## src/rtl/mem_wr_arbiter.sv

```systemverilog
// mem_wr_arbiter: shares the async_mem write port between two packet producers.
// Packet-level round-robin arbitration, write address generation with wrap for
// any DEPTH >= 2, and full-based back-pressure from a wr_clk-synchronised read
// pointer. Optional per-producer beat counters when MEM_WR_ARB_STATS_EN is defined.
module mem_wr_arbiter #(
  parameter int DATA_WIDTH = 8,
  parameter int DEPTH      = 10,
  localparam int AW        = (DEPTH > 1) ? $clog2(DEPTH) : 1
) (
  input  logic                  wr_clk,
  input  logic                  wr_rst,
  input  logic                  req0_valid,
  input  logic                  req0_last,
  input  logic [DATA_WIDTH-1:0] req0_data,
  output logic                  req0_ready,
  input  logic                  req1_valid,
  input  logic                  req1_last,
  input  logic [DATA_WIDTH-1:0] req1_data,
  output logic                  req1_ready,
  input  logic [AW:0]           rd_ptr_sync,
  output logic                  mem_wr_en,
  output logic [AW-1:0]         mem_wr_addr,
  output logic [DATA_WIDTH-1:0] mem_wr_data,
  output logic [AW:0]           wr_ptr,
  output logic                  full,
`ifdef MEM_WR_ARB_STATS_EN
  input  logic                  stats_clr,
  output logic [15:0]           beats0,
  output logic [15:0]           beats1,
`endif
  output logic [1:0]            owner
);

  typedef enum logic [1:0] {
    S_IDLE = 2'd0,
    S_OWN0 = 2'd1,
    S_OWN1 = 2'd2
  } state_t;

  state_t                r_state, w_state_nxt;
  logic                  r_last_grant, w_last_grant_nxt;
  logic [1:0]            r_owner, w_owner_nxt;
  logic [AW:0]           r_wr_ptr;
  logic                  r_mem_wr_en;
  logic [AW-1:0]         r_mem_wr_addr;
  logic [DATA_WIDTH-1:0] r_mem_wr_data;
  logic                  w_full, w_cand, w_sel;
  logic                  w_ready0, w_ready1, w_acc, w_acc_last;
  logic [DATA_WIDTH-1:0] w_acc_data;

  // Next pointer value: address wraps at DEPTH-1 and the wrap bit toggles.
  function automatic logic [AW:0] f_ptr_inc(input logic [AW:0] ptr);
    if (ptr[AW-1:0] == AW'(DEPTH - 1)) begin
      return {~ptr[AW], {AW{1'b0}}};
    end else begin
      return {ptr[AW], ptr[AW-1:0] + AW'(1)};
    end
  endfunction

  assign w_full = (r_wr_ptr[AW-1:0] == rd_ptr_sync[AW-1:0]) &&
                  (r_wr_ptr[AW] != rd_ptr_sync[AW]);

  // Pick the producer allowed to transfer this cycle (w_sel: 0 = producer 0, 1 = producer 1).
  always_comb begin
    w_cand = 1'b0;
    w_sel  = 1'b0;
    case (r_state)
      S_IDLE: begin
        if (req0_valid && req1_valid) begin
          w_cand = 1'b1;
          w_sel  = ~r_last_grant;
        end else if (req0_valid) begin
          w_cand = 1'b1;
          w_sel  = 1'b0;
        end else if (req1_valid) begin
          w_cand = 1'b1;
          w_sel  = 1'b1;
        end else begin
          w_cand = 1'b0;
        end
      end
      S_OWN0: begin
        w_cand = 1'b1;
        w_sel  = 1'b0;
      end
      S_OWN1: begin
        w_cand = 1'b1;
        w_sel  = 1'b1;
      end
      default: begin
        w_cand = 1'b0;
      end
    endcase
  end

  // Readies are masked by reset so nothing can be accepted while wr_rst is high.
  assign w_ready0   = w_cand && !w_sel && !w_full && !wr_rst;
  assign w_ready1   = w_cand &&  w_sel && !w_full && !wr_rst;
  assign w_acc      = (w_ready0 && req0_valid) || (w_ready1 && req1_valid);
  assign w_acc_last = w_sel ? req1_last : req0_last;
  assign w_acc_data = w_sel ? req1_data : req0_data;

  // Next-state, round-robin memory and owner encoding.
  always_comb begin
    w_state_nxt      = r_state;
    w_last_grant_nxt = r_last_grant;
    case (r_state)
      S_IDLE: begin
        if (w_acc) begin
          w_last_grant_nxt = w_sel;
          if (!w_acc_last) begin
            w_state_nxt = w_sel ? S_OWN1 : S_OWN0;
          end else begin
            w_state_nxt = S_IDLE;
          end
        end else begin
          w_state_nxt = S_IDLE;
        end
      end
      S_OWN0, S_OWN1: begin
        if (w_acc && w_acc_last) begin
          w_state_nxt = S_IDLE;
        end else begin
          w_state_nxt = r_state;
        end
      end
      default: begin
        w_state_nxt = S_IDLE;
      end
    endcase
    case (w_state_nxt)
      S_OWN0:  w_owner_nxt = 2'd1;
      S_OWN1:  w_owner_nxt = 2'd2;
      default: w_owner_nxt = 2'd0;
    endcase
  end

  // FSM state, last grant and registered owner.
  always_ff @(posedge wr_clk or posedge wr_rst) begin
    if (wr_rst) begin
      r_state      <= S_IDLE;
      r_last_grant <= 1'b1;
      r_owner      <= 2'd0;
    end else begin
      r_state      <= w_state_nxt;
      r_last_grant <= w_last_grant_nxt;
      r_owner      <= w_owner_nxt;
    end
  end

  // Write pointer advance and one-cycle-latency memory write port.
  always_ff @(posedge wr_clk or posedge wr_rst) begin
    if (wr_rst) begin
      r_wr_ptr      <= '0;
      r_mem_wr_en   <= 1'b0;
      r_mem_wr_addr <= '0;
      r_mem_wr_data <= '0;
    end else if (w_acc) begin
      r_wr_ptr      <= f_ptr_inc(r_wr_ptr);
      r_mem_wr_en   <= 1'b1;
      r_mem_wr_addr <= r_wr_ptr[AW-1:0];
      r_mem_wr_data <= w_acc_data;
    end else begin
      r_mem_wr_en   <= 1'b0;
    end
  end

`ifdef MEM_WR_ARB_STATS_EN
  logic [15:0] r_beats0, r_beats1;

  // Saturating per-producer accepted-beat counters; stats_clr wins over a count.
  always_ff @(posedge wr_clk or posedge wr_rst) begin
    if (wr_rst) begin
      r_beats0 <= 16'd0;
      r_beats1 <= 16'd0;
    end else if (stats_clr) begin
      r_beats0 <= 16'd0;
      r_beats1 <= 16'd0;
    end else begin
      if (w_acc && !w_sel && (r_beats0 != 16'hFFFF)) begin
        r_beats0 <= r_beats0 + 16'd1;
      end
      if (w_acc && w_sel && (r_beats1 != 16'hFFFF)) begin
        r_beats1 <= r_beats1 + 16'd1;
      end
    end
  end

  assign beats0 = r_beats0;
  assign beats1 = r_beats1;
`endif

  assign req0_ready  = w_ready0;
  assign req1_ready  = w_ready1;
  assign full        = w_full;
  assign wr_ptr      = r_wr_ptr;
  assign mem_wr_en   = r_mem_wr_en;
  assign mem_wr_addr = r_mem_wr_addr;
  assign mem_wr_data = r_mem_wr_data;
  assign owner       = r_owner;

endmodule

```

## config.mk

```make
export PLATFORM = sky130hd
export DESIGN_NAME = mem_wr_arbiter
export DESIGN_NICKNAME = d
export VERILOG_FILES = /design/src/rtl/mem_wr_arbiter.sv
export SDC_FILE = /design/constraint.sdc
export NUM_CORES = 1
export LEC_CHECK = 0
export ABC_AREA = 1
export BUFFER_PORTS_ARGS = -buffer_cell sky130_fd_sc_hd__buf_2
export CAP_MARGIN = 5
export CORE_MARGIN = 2
export CORE_UTILIZATION = 48
export CTS_CLUSTER_SIZE = 16
export DETAILED_ROUTE_END_ITERATION = 6
export GPL_ROUTABILITY_DRIVEN = 0
export PLACE_DENSITY_LB_ADDON = 0.15
export RECOVER_POWER = 50
export SYNTH_ARGS = -nofsm -noshare
export SYNTH_HDL_FRONTEND = slang
export SYNTH_SLANG_ARGS = --single-unit
```

## constraint.sdc

```tcl
create_clock -name wr_clk -period 2.1 [get_ports wr_clk]
set_clock_uncertainty 0.05 [all_clocks]
set_input_delay 0.315 -clock wr_clk [delete_from_list [all_inputs] [get_ports wr_clk]]
set_output_delay 0.315 -clock wr_clk [all_outputs]
set_load 0.01 [all_outputs]
```

# ---- Word level (Yosys, flattened, before mapping)
# Cells that the tools add are included.
# W data, S select, Z words.
dict set report totals {
  reg_bits 23
  wordCells 54
}
dict set report op_classes {
  eq_ne 7
  mux 17
  n_reduce_logical 19
  add_sub_neg 1
  bitwise 2
}
# operator count
set op_table {}
lappend op_table {{$logic_and A1 B1 Y1} 11}
lappend op_table {{$mux W2} 4}
lappend op_table {{$mux W8} 1}
lappend op_table {{$pmux W2 S2} 2}
lappend op_table {{$mux W1} 7}
lappend op_table {{$add A4 B1 Y4 const B} 1}
lappend op_table {{$eq A2 B1 Y1 const B} 2}
lappend op_table {{$eq A2 B2 Y1 const B} 2}
lappend op_table {{$eq A4 B4 Y1} 1}
lappend op_table {{$eq A4 B4 Y1 const B} 1}
lappend op_table {{$mux W4} 1}
lappend op_table {{$pmux W1 S2} 2}
lappend op_table {{$reduce_and A2 Y1} 2}
lappend op_table {{$logic_not A1 Y1} 3}
lappend op_table {{$logic_not A2 Y1} 1}
lappend op_table {{$not A1 Y1} 2}
lappend op_table {{$reduce_or A2 Y1} 1}
lappend op_table {{$logic_or A1 B1 Y1} 1}
lappend op_table {{$ne A1 B1 Y1} 1}

# ---- Logic depth before layout (Yosys ltp)
# Gate-level depths: netlist of the first run.
dict set report depth {
  ltp_word 15
  mapped_depth 15
  depth_no_buf 15
}

# ---- Least setup slack after synthesis of the first run
# Ideal clock, no wire load.
dict set report synth_path {
  path_kind {input port to flip-flop}
  from {input port wr_rst}
  to {register r_wr_ptr[2] (netlist: wr_ptr[2])}
  t_arrival_ps 1652
  required_ps 1927
  n_path_buf 0
  setup_slack_ps 275
  setup_ps 123
  stages 8
  path_cell_list {inv_1 -> nand3_1 -> nor2_1 -> nand3_2 -> nand2_4 -> nand2_2 -> o21ai_0 -> nand2_1}
}
dict set report synth_via {
  elab_chain_len 4
}
# element line
set synth_lines {}
lappend synth_lines {{start, declared} 11} ;# input logic wr_rst,
lappend synth_lines {{$logic_not A1 Y1 (no source line) *} -}
lappend synth_lines {{$logic_and A1 B1 Y1 (on tied branches)} {97, 98}}
lappend synth_lines {{$logic_and A1 B1 Y1} 99} ;# assign w_acc = (w_ready0 && req0_valid) || (w_ready1 && req1_valid);
lappend synth_lines {{$logic_or A1 B1 Y1 *} 99}
lappend synth_lines {{end signal, assigned} 159} ;# r_wr_ptr <= f_ptr_inc(r_wr_ptr);
lappend synth_lines {{end, declared} 43} ;# logic [AW:0] r_wr_ptr;
# Every way passes the cells marked *; elsewhere a longest branch is shown, timed or not.
# A chain may end at the register's enable or synchronous reset.

# ---- Worst setup path after layout of the first run
dict set report layout_path {
  from {register r_state[0]}
  to {output port req1_ready}
}
dict set report layout_via {
  elab_chain_len 6
}
# element line
set layout_lines {}
lappend layout_lines {{start, declared} 40} ;# state_t r_state, w_state_nxt;
lappend layout_lines {{start signal, assigned} 145} ;# r_state <= w_state_nxt;
lappend layout_lines {{$eq A2 B1 Y1 / $eq A2 B2 Y1 (equally long branches)} 67} ;# case (r_state)
lappend layout_lines {{$reduce_or A2 Y1 (no source line)} -}
lappend layout_lines {{$pmux W1 S2} 67}
lappend layout_lines {{$logic_and A1 B1 Y1 * (3 in a row)} 98} ;# assign w_ready1 = w_cand && w_sel && !w_full && !wr_rst;
lappend layout_lines {{end, declared} 19} ;# output logic req1_ready,
# Marks and branches as above.

==> flow_summary_export.csv, run 1 <==
group,metric,value,unit
worst_setup_path,crit_path_start_kind,"flop",
place,hpwlAfterDp,2190,microns
global_routing,grt_antenna_before_repair,0,
detailed_routing,dr.pass1.iters,4,
floorplan,die_w,56.0,microns
global_routing,overflow,0,
job,cap_violations,0,
worst_setup_path,end_kind,"output pin",
logic_synthesis,synthArstFlopShare,100,%
worst_setup_path,r2r_start,"r_state[0]$_DFF_PP0_",
timing,setup_slack,0.109,ns
detailed_routing,via_per_inst,4.75,
cts,cts_buffers,3,
worst_setup_path,cp-startpoint,"r_state[0]$_DFF_PP0_",
cts,clkTransAtPathRegs,0.13,ns
pwr,ir_worst_vdd,753,uV
cts,clk_path_buf_depth,2,
status,outcome,"completed",
cts,cts_tree,"yes",
cts,clock-sinks,23,
place,port_buffers,49,
worst_setup_path,r2r_end,"owner[0]$_DFF_PP0_",
logic_synthesis,synthSimpleGateAreaFrac,31.8,%
final_layout,drive_gt1_share,35.8,%
logic_synthesis,yosys_warnings,0,
worst_setup_path,max_stage_delay,0.41,ns
logic_synthesis,synth_nets,191,
floorplan,dieArea,3130,sq um
logic_synthesis,yosysSeqAreaShare,44.5,%
timing,hold_violations,0,
timing,rsz0062_at_grt,"no",
worst_setup_path,cp.arrival,1.63,ns
pwr,p_per_area,1120,nW/um^2
place,post-place-ws,0.171,ns
logic_synthesis,synth_top_family_by_area,"simple AND/OR/NAND/NOR gates",
floorplan,fp.dieH,56.0,microns
worst_setup_path,regToRegSetupSlack,0.28,ns
logic_synthesis,synth_compound_area_share,8.78,%
pwr,power_leakage,0.868,nW
worst_setup_path,path_class,"flop to output pin",
final_layout,nNetsFinal,249,
logic_synthesis,yosys-mux-area-fraction,0,%
timing,timing.setup.tns,0,ns
worst_setup_path,cpMaxStageDelayCell,"dfrtp_1",
final_layout,antenna_cells,0,
logic_synthesis,ys_seq_elements,23,
logic_synthesis,yosys.area_share.adder,2.89,%
worst_setup_path,crit_fanout,4,
worst_setup_path,path_cells,"buf_4 -> ha_1 -> inv_1 -> nand2_2 -> nor3_1 -> buf_2",
global_routing,grt_pass1_vias,1138,
timing,tightest_slew,0.682,ns
floorplan,core,2520,sq um
timing,finalSetupViolCount,0,
min_path,min_path_type,"input pin to flop",
logic_synthesis,synth-edff-count,0,
timing,maxSlewViolCount,0,
detailed_routing,drc,0,
cts,insertion_delay,0.32,ns
detailed_routing,ant_nets,0,
global_routing,grt_max_degree,18,
pwr,fin_total_pwr,1.83,mW
worst_setup_path,critical_path_required,1.74,ns
worst_setup_path,reg2regPathDepth,11,
global_routing,globalRouteTotalUtil,18.4,%
worst_setup_path,crit_path_end,"req1_ready",
cts,h-tree-depth,1,
logic_synthesis,netlist_area,1300,sq um
timing,slew_headroom,54.5,%
floorplan,initial_core_util,51.4,%
cts,root_buffer,"clkbuf_4",
logic_synthesis,syn-instance-count,161,
timing,holdWs,0.176,ns
detailed_routing,dr_total_vias,1178,
timing,fin_crit,1.99,ns
logic_synthesis,synth_flop_cell,"dfrtp_1",
logic_synthesis,syn_avg_cell_area,8.06,sq um
floorplan,io_pins,50,
timing,min_period_over_period,94.8,%
logic_synthesis,ys_types,28,
min_path,hp-start,"req1_data[1]",
timing,fmax,0.502,GHz
logic_synthesis,synth_xor_area_share,1.35,%
floorplan,row_count,18,
global_routing,grt_pass1_wl,4680,microns
detailed_routing,drt-total-wl,2760,microns
detailed_routing,first_iter_violations,28,
final_layout,areaGrowthSynthToFinish,25.7,%
detailed_routing,wl_per_cell,11.1,microns
## report_power, final
part           switching, mW  leakage (nW)  internal, mW
logic                  0.501         0.572         0.343
registers              0.150         0.279         0.625
clock network          0.141        0.0177        0.0714
total                  0.792         0.868          1.04
## worst min path at each step
| stage | slack (ns) | end | cells past startpoint |
|---|---|---|---|
| floorplan | 0.29 | mem_wr_addr[0]$_DFFE_PP0N_ | 1 |
| global placement | 0.21 | owner[1]$_DFF_PP0_ | 2 |
| detailed placement | 0.21 | r_state[0]$_DFF_PP0_ | 2 |
| CTS | 0.16 | mem_wr_data[1]$_DFFE_PP0N_ | 3 |
| global route | 0.17 | mem_wr_data[4]$_DFFE_PP0N_ | 3 |
| finish | 0.18 | mem_wr_data[1]$_DFFE_PP0N_ | 3 |
## flip-flops by register name, indices dropped and copies added (netlist names)
| signal | cells |
|---|---|
| mem_wr_addr | 4 |
| mem_wr_data | 8 |
| wr_ptr | 5 |
| mem_wr_en | 1 |
| r_state | 2 |
| r_last_grant | 1 |
| owner | 2 |
## Yosys cell counts (2+ instances only)
master | number | area [sq um]
nor3_1 | 3 | 15.0
nand3_1 | 4 | 20.0
inv_1 | 19 | 71.3
dfrtp_1 | 22 | 551
nand2_1 | 46 | 173
buf_6 | 2 | 22.5
nand2_2 | 7 | 43.8
a31oi_1 | 8 | 50.1
inv_2 | 4 | 15.0
ha_1 | 3 | 37.5
nor2_1 | 10 | 37.5
nand3_2 | 3 | 30.0
o21ai_0 | 4 | 20.0
nor2_2 | 10 | 62.6
nand4_1 | 2 | 12.5
o21ai_1 | 2 | 10.0
## through the flow
stage / area [sq um] / instances / utilization, %
after floorplan: 1300 / 161 / -
after global placement: 1580 / 241 / 62.6
after detailed placement: 1580 / 241 / 62.6
after CTS: 1620 / 246 / 64.2
after global routing: 1630 / 248 / 64.7
final: 1630 / 248 / 64.7
## metal layers
layer / share of wire [%] / track usage [%] / vias to the layer above
met5: 0 / 0 / -
met4: 1.4 / 8.16 / 0
met3: 5.2 / 3.26 / 5
met2: 47 / 30.1 / 36
met1: 46 / 23.9 / 517
li1: - / - / 620
## critical path, delay by kind of cell (launching register included)
kind | cells | cell delay (ns)
adders and majority gates | 1 | 0.18
buffers and inverters | 3 | 0.41
DFF | 1 | 0.41
and+or+nand+nor | 2 | 0.30
## cells by family (layout without fill, tap and decap cells)
| logic type | Yosys count | after routing |
|---|---|---|
| AOI/OAI and AO/OA | 18 | 18 |
| xor gates and xnor gates | 2 | 2 |
| adders and majority gates | 3 | 3 |
| buffers and inverters | 28 | 85 |
| DFF | 23 | 23 |
| and+or+nand+nor | 87 | 87 |
## what timing repair did
item	4_1_cts	5_1_grt
hold buffers	1	0
gates resized for setup	1	4
hold endpoints to repair	4	0
setup endpoints to repair	1	3
buffers inserted	0	2
## cells in the final DEF (no fill, tap or decap), types with 2 or more instances in the layout
cell type / count
nand4_1: 2
clkbuf_1: 14
buf_2: 37
nand3_1: 4
a31oi_1: 8
nor2_2: 10
nor3_1: 2
inv_1: 17
o21ai_0: 4
nand2_2: 7
buf_4: 3
nand3_2: 3
dfrtp_1: 22
ha_1: 2
nand2_1: 46
clkbuf_4: 3
inv_2: 5
nor2_1: 10
o21ai_1: 2
## area by class of cell
class,instances,area (sq um)
fill,239,891
multi-input combinational,110,599
sequential,23,577
timing repair buffer,56,290
inverter,25,100
tap,30,37.5
clock buffer,3,22.5
clock inverter,1,5.00
No activity file was read; power rests on OpenSTA's default activity.
==> run 2, diff against run 1 <==
--- a/config.mk
+++ b/config.mk
@@ -9,7 +9,7 @@
 export BUFFER_PORTS_ARGS = -buffer_cell sky130_fd_sc_hd__buf_2
 export CAP_MARGIN = 5
 export CORE_MARGIN = 2
-export CORE_UTILIZATION = 48
+export CORE_UTILIZATION = 43
 export CTS_CLUSTER_SIZE = 16
 export DETAILED_ROUTE_END_ITERATION = 6
 export GPL_ROUTABILITY_DRIVEN = 0
==> constraint.sdc (replaced) <==
create_clock -name wr_clk -period 1.7 [get_ports wr_clk]
set_clock_uncertainty 0.05 [all_clocks]
set_input_delay 0.255 -clock wr_clk [delete_from_list [all_inputs] [get_ports wr_clk]]
set_output_delay 0.255 -clock wr_clk [all_outputs]
set_load 0.01 [all_outputs]
==> run 2 against run 1 <==
The flow now finishes with violations (design-rule violations, negative setup slack). Power increased by 53%. Register-to-register slack got worse by 0.56 ns. Utilization increased by 11 points. Combinational power increased by 88%. Final area increased by 30%. Highest routed layer unchanged. Sequential share of layout area decreased by 8.1 points. Critical path depth increased by 4. Wire length increased by 40%. Cell count increased by 13%. Worst hold slack got worse by 0.048 ns. First-iteration DRC count increased by 64%.
==> flow_summary_export.csv, run 2 (same netlist as run 1, synthesis figures left out) <==
group,metric,value,unit
status,outcome,"finished with violations",
status,failed_checks,"design-rule violations, negative setup slack",
detailed_routing,via_per_inst,5.05,
min_path,min_delay_worst_endpoint,"mem_wr_data[1]$_DFFE_PP0N_",
worst_setup_path,cp.arrival,1.69,ns
timing,hold_violations,0,
final_layout,final_common_cell,"buf_2",
cts,clkTransAtPathRegs,0.13,ns
final_layout,areaGrowthSynthToFinish,63.5,%
timing,finalSetupViolCount,25,
final_layout,drive_gt1_share,59.2,%
timing,slew_headroom,58.4,%
worst_setup_path,regToRegSetupSlack,-0.28,ns
worst_setup_path,crit_path_start_kind,"flop",
final_layout,finalNonFillerCells,281,
pwr,p_sw,1.19,mW
worst_setup_path,cpMaxStageDelayCell,"dfrtp_1",
cts,cts_tree,"yes",
pwr,p_per_area,1320,nW/um^2
worst_setup_path,end_kind,"output pin",
place,post-place-ws,-0.0952,ns
global_routing,grt_antenna_before_repair,0,
floorplan,row_count,19,
floorplan,dieArea,3470,sq um
cts,clk_path_buf_depth,2,
pwr,power_leakage,1.11,nW
pwr,swShare,42.2,%
final_layout,antenna_cells,0,
timing,setup_slack,-0.293,ns
detailed_routing,dr_total_vias,1419,
global_routing,grt_pass1_vias,1340,
detailed_routing,dr.pass1.iters,6,
global_routing,overflow,0,
pwr,p_comb_share,56.6,%
worst_setup_path,reg2regPathDepth,15,
worst_setup_path,path_class,"flop to output pin",
worst_setup_path,max_stage_delay,0.42,ns
detailed_routing,drc,2,
floorplan,io_pins,50,
worst_setup_path,crit_fanout,3,
floorplan,initial_core_util,46.3,%
final_layout,nNetsFinal,281,
pwr,power_frac_seq,34.1,%
final_layout,fin_util,75.6,%
place,dpl_cell_area,1700,sq um
pwr,clock_power_share,9.2,%
worst_setup_path,r2r_end,"r_last_grant$_DFFE_PP1P_",
timing,tightest_slew,0.625,ns
place,dp_cells,257,
detailed_routing,drt-total-wl,3870,microns
cts,cts_buffers,3,
detailed_routing,wl_per_cell,13.8,microns
floorplan,die_w,58.9,microns
pwr,ir_worst_vdd,857,uV
timing,rsz0062_at_grt,"yes",
timing,fmax,0.502,GHz
min_path,whs_path_depth,3,
global_routing,grt_max_degree,14,
pwr,p_int,1.62,mW
final_layout,largest_reg_flops,8,
floorplan,core,2810,sq um
min_path,min_path_type,"input pin to flop",
cts,h-tree-depth,1,
worst_setup_path,critical_path.most_common_cell,"nand2_4",
floorplan,fp.dieH,58.9,microns
worst_setup_path,r2r_start,"r_state[0]$_DFF_PP0_",
global_routing,globalRouteTotalUtil,21.5,%
final_layout,layout_common_cells,"buf_2, nand2_1, buf_4",
detailed_routing,ant_nets,0,
timing,holdWs,0.128,ns
cts,insertion_delay,0.32,ns
final_layout,postLayoutCellArea,2120,sq um
worst_setup_path,path_cells,"inv_2 -> ha_4 -> nand2_2 -> inv_2 -> nand2_4 -> nand2_4 -> nand2_4 -> buf_6 -> nor3_2 -> buf_2",
place,port_buffers,49,
global_routing,grt_pass1_wl,5690,microns
detailed_routing,first_iter_violations,46,
worst_setup_path,cp-startpoint,"r_state[0]$_DFF_PP0_",
timing,min_period_over_period,117,%
job,cap_violations,0,
min_path,hp-start,"req0_data[1]",
cts,root_buffer,"clkbuf_4",
timing,maxSlewViolCount,0,
place,hpwlAfterDp,2380,microns
timing,fin_crit,1.99,ns
worst_setup_path,critical_path_required,1.39,ns
cts,clock-sinks,23,
run 2: cell types whose count changed in the layout (fill, tap and decap cells not counted), sizes merged:
cell / previous run / this run
clkinv: 2 / 0
inv: 23 / 25
clkbuf: 17 / 5
nand2: 54 / 55
buf: 41 / 84
run 2: worst max path at each step:
| stage | to | slack, ns | cells past startpoint |
|---|---|---|---|
| global route | r_last_grant$_DFFE_PP1P_ | -0.37 | 15 |
| finish | req1_ready | -0.29 | 10 |
| detailed placement | owner[0]$_DFF_PP0_ | -0.1 | 15 |
| floorplan | wr_ptr[2]$_DFFE_PP0N_ | 0.006 | 13 |
| CTS | req0_ready | -0.24 | 8 |
| global placement | wr_ptr[2]$_DFFE_PP0N_ | -0.01 | 10 |
run 2: power by group through the flow:
stage | combinational (mW) | clock [mW] | sequential [mW]
after CTS | 1.40 | 0.263 | 0.949
after global routing | 1.73 | 0.283 | 0.981
after detailed placement | 1.17 | 0 | 0.960
after floorplan | 0.605 | 0 | 1.05
final | 1.59 | 0.260 | 0.959
after global placement | 1.14 | 0 | 0.943
run 2: critical path: cells and delay by family (launching register included):
family	cells	cell delay (ns)
adder cells (fa/ha/maj)	1	0.15
AND/OR/NAND/NOR	5	0.40
flip-flops	1	0.42
buffers and inverters	4	0.41
run 2: metrics by stage:
stage | power, mW | setup TNS (ns)
2_1_floorplan | 1.65 | 0
3_3_place_gp | 2.09 | -0.0355
3_5_place_dp | 2.13 | -1.24
4_1_cts | 2.61 | -3.71
5_1_grt | 2.99 | -7.51
6_report | 2.81 | -5.27
run 2: layout make-up:
cell class	count	area [sq um]
multi-input cells	111	751
fillers	191	683
repair buffers	86	608
flip-flops and latches	23	579
inverters	25	113
well taps	31	38.8
clock buffers	4	26.3
repair inverters	1	6.26
run 2: routing by layer:
layer | vias up | share of wire (%) | GRT usage [%]
met5 | - | 0 | 0
met3 | 10 | 4.0 | 2.64
met2 | 49 | 54 | 37.5
met1 | 668 | 40 | 26.7
met4 | 0 | 2.2 | 9.09
li1 | 692 | - | -
run 2: repair_timing:
action,CTS,global route
hold endpoints to repair,22,0
gates cloned,3,0
setup endpoints to repair,25,26
gates resized for setup,28,33
setup buffers,12,5
hold buffers,1,0
pin swaps,8,15
==> run 3, diff against run 2 <==
--- a/config.mk
+++ b/config.mk
@@ -9,7 +9,7 @@
 export BUFFER_PORTS_ARGS = -buffer_cell sky130_fd_sc_hd__buf_2
 export CAP_MARGIN = 5
 export CORE_MARGIN = 2
-export CORE_UTILIZATION = 43
+export CORE_UTILIZATION = 48
 export CTS_CLUSTER_SIZE = 16
 export DETAILED_ROUTE_END_ITERATION = 6
 export GPL_ROUTABILITY_DRIVEN = 0
==> constraint.sdc (replaced) <==
create_clock -name wr_clk -period 1.86 [get_ports wr_clk]
set_clock_uncertainty 0.05 [all_clocks]
set_input_delay 0.279 -clock wr_clk [delete_from_list [all_inputs] [get_ports wr_clk]]
set_output_delay 0.279 -clock wr_clk [all_outputs]
set_load 0.01 [all_outputs]
==> run 3 against run 2 <==
Sequential power decreased by 8.9%. Global-route usage is 1.8 points lower. Final area shrank 15%. Via count fell by 8.5%. The flow now finishes without violations. Power shrank 17%. Highest routed layer unchanged. Register-to-register slack improved by 0.33 ns.
==> flow_summary_export.csv, run 3 (same netlist as run 1, synthesis figures left out) <==
group,metric,value,unit
min_path,hp-start,"req1_data[4]",
worst_setup_path,crit_path_start_kind,"flop",
timing,maxSlewViolCount,0,
pwr,ir_worst_vdd,882,uV
job,cap_violations,0,
worst_setup_path,r2r_end,"wr_ptr[2]$_DFFE_PP0N_",
floorplan,row_count,18,
final_layout,nNetsFinal,263,
worst_setup_path,critical_path_required,1.53,ns
worst_setup_path,cp-startpoint,"r_state[0]$_DFF_PP0_",
min_path,whs_path_depth,3,
pwr,fin_total_pwr,2.32,mW
global_routing,grt_pass1_wl,5050,microns
detailed_routing,dr_total_vias,1299,
worst_setup_path,r2r_start,"r_state[0]$_DFF_PP0_",
final_layout,areaGrowthSynthToFinish,39.7,%
floorplan,initial_core_util,51.4,%
final_layout,postLayoutCellArea,1810,sq um
timing,holdWs,0.167,ns
pwr,p_int,1.35,mW
min_path,min_delay_worst_endpoint,"mem_wr_data[4]$_DFFE_PP0N_",
place,port_buffers,49,
timing,tightest_slew,1.07,ns
cts,insertion_delay,0.30,ns
global_routing,globalRouteTotalUtil,19.7,%
detailed_routing,drt-total-wl,3250,microns
cts,clk_path_buf_depth,2,
pwr,p_comb_share,52.6,%
pwr,clock_power_share,9.7,%
place,dpl_cell_area,1590,sq um
place,hpwlAfterDp,2210,microns
detailed_routing,via_per_inst,4.96,
pwr,swShare,41.6,%
cts,clock-sinks,23,
cts,clkTransAtPathRegs,0.12,ns
worst_setup_path,crit_fanout,3,
worst_setup_path,regToRegSetupSlack,0.05,ns
worst_setup_path,path_class,"flop to output pin",
timing,slew_headroom,28.6,%
global_routing,overflow,0,
detailed_routing,dr.pass1.iters,4,
final_layout,layout_common_cells,"buf_2, nand2_1, dfrtp_1",
timing,fmax,0.542,GHz
global_routing,grt_max_degree,21,
worst_setup_path,cp.arrival,1.51,ns
global_routing,grt_antenna_before_repair,0,
min_path,min_path_type,"input pin to flop",
worst_setup_path,cpMaxStageDelayCell,"dfrtp_1",
pwr,p_per_area,1280,nW/um^2
detailed_routing,wl_per_cell,12.4,microns
pwr,power_leakage,0.985,nW
final_layout,nFillCells,201,
final_layout,drive_gt1_share,47.4,%
cts,root_buffer,"clkbuf_4",
floorplan,core,2520,sq um
floorplan,dieArea,3130,sq um
worst_setup_path,path_cells,"inv_2 -> ha_4 -> nand2_2 -> inv_2 -> nand2_4 -> nand2_4 -> nand2_2 -> nor3_2 -> buf_2",
timing,min_period_over_period,99.1,%
worst_setup_path,reg2regPathDepth,13,
cts,cts_tree,"yes",
final_layout,largest_reg_flops,8,
cts,h-tree-depth,1,
detailed_routing,first_iter_violations,41,
status,outcome,"completed",
final_layout,final_common_cell,"buf_2",
worst_setup_path,max_stage_delay,0.42,ns
pwr,power_frac_seq,37.7,%
pwr,p_sw,0.965,mW
floorplan,die_w,56.0,microns
timing,fin_crit,1.84,ns
cts,cts_buffers,3,
worst_setup_path,end_kind,"output pin",
detailed_routing,drc,0,
timing,rsz0062_at_grt,"yes",
floorplan,fp.dieH,56.0,microns
timing,finalSetupViolCount,0,
detailed_routing,ant_nets,0,
timing,hold_violations,0,
floorplan,io_pins,50,
global_routing,grt_pass1_vias,1214,
final_layout,antenna_cells,0,
==> run 3: cell types whose count changed in the layout (fill, tap and decap cells not counted), moves of 5 or more <==
cell     delta
buf_4       -9
buf_6       -7
nand2_1     +7
nand2_2     -5
nor2_1      +5
==> run 3: power groups by stage <==
stage / clock network (mW) / registers (mW) / logic, mW
6_report: 0.225 / 0.874 / 1.22
2_1_floorplan: 0 / 0.959 / 0.552
4_1_cts: 0.233 / 0.870 / 1.03
3_5_place_dp: 0 / 0.884 / 0.982
3_3_place_gp: 0 / 0.877 / 0.957
5_1_grt: 0.259 / 0.899 / 1.34
==> run 3: worst max-delay path by stage <==
stage | end | depth (start not counted)
CTS | req0_ready | 8
finish | req1_ready | 9
detailed placement | mem_wr_data[1]$_DFFE_PP0N_ | 10
floorplan | wr_ptr[2]$_DFFE_PP0N_ | 8
global placement | mem_wr_data[5]$_DFFE_PP0N_ | 13
global route | req0_ready | 6
==> run 3: final cells by class <==
| type | count | area [sq um] | area share (%) |
|---|---|---|---|
| well taps | 30 | 37.5 | 2.07 |
| inverters | 25 | 98.8 | 5.45 |
| repair buffers | 69 | 422 | 23.3 |
| flip-flops and latches | 23 | 579 | 32.0 |
| multi-input cells | 111 | 649 | 35.8 |
| clock buffers | 4 | 26.3 | 1.45 |
==> run 3: worst max-delay path: cells and delay by family (launching register included) <==
family        cells  cell delay [ns]
simple gates      5             0.35
flops             1             0.42
fa+ha+maj         1             0.15
buf+inv           3             0.29
==> run 3: timing repair <==
action / CTS / global route
pin swaps: 4 / 9
gates resized for setup: 8 / 12
endpoints found under the hold margin: 3 / 0
buffers inserted: 3 / 10
setup endpoints to repair: 15 / 23
gates cloned: 0 / 2
hold buffers: 1 / 0
==> run 3: metrics by stage <==
stage | instances | setup TNS [ns] | setup slack (ns) | utilization [%]
final | 262 | 0 | 0.0161 | 71.9
after floorplan | 161 | 0 | 0.0709 | -
after global placement | 242 | 0 | 0.0808 | 62.9
after detailed placement | 242 | -0.0432 | -0.0166 | 62.9
after CTS | 250 | 0 | 0.000881 | 66.2
after global routing | 262 | -0.934 | -0.0996 | 71.9
==> run 3: layer usage <==
| layer | wire length (microns) | share of wire, % | track usage [%] |
|---|---|---|---|
| met3 | 183 | 5.6 | 2.79 |
| met1 | 1360 | 42 | 23.9 |
| met2 | 1700 | 52 | 36.3 |
| met5 | 0 | 0 | 0 |
| met4 | 8 | 0.25 | 4.76 |
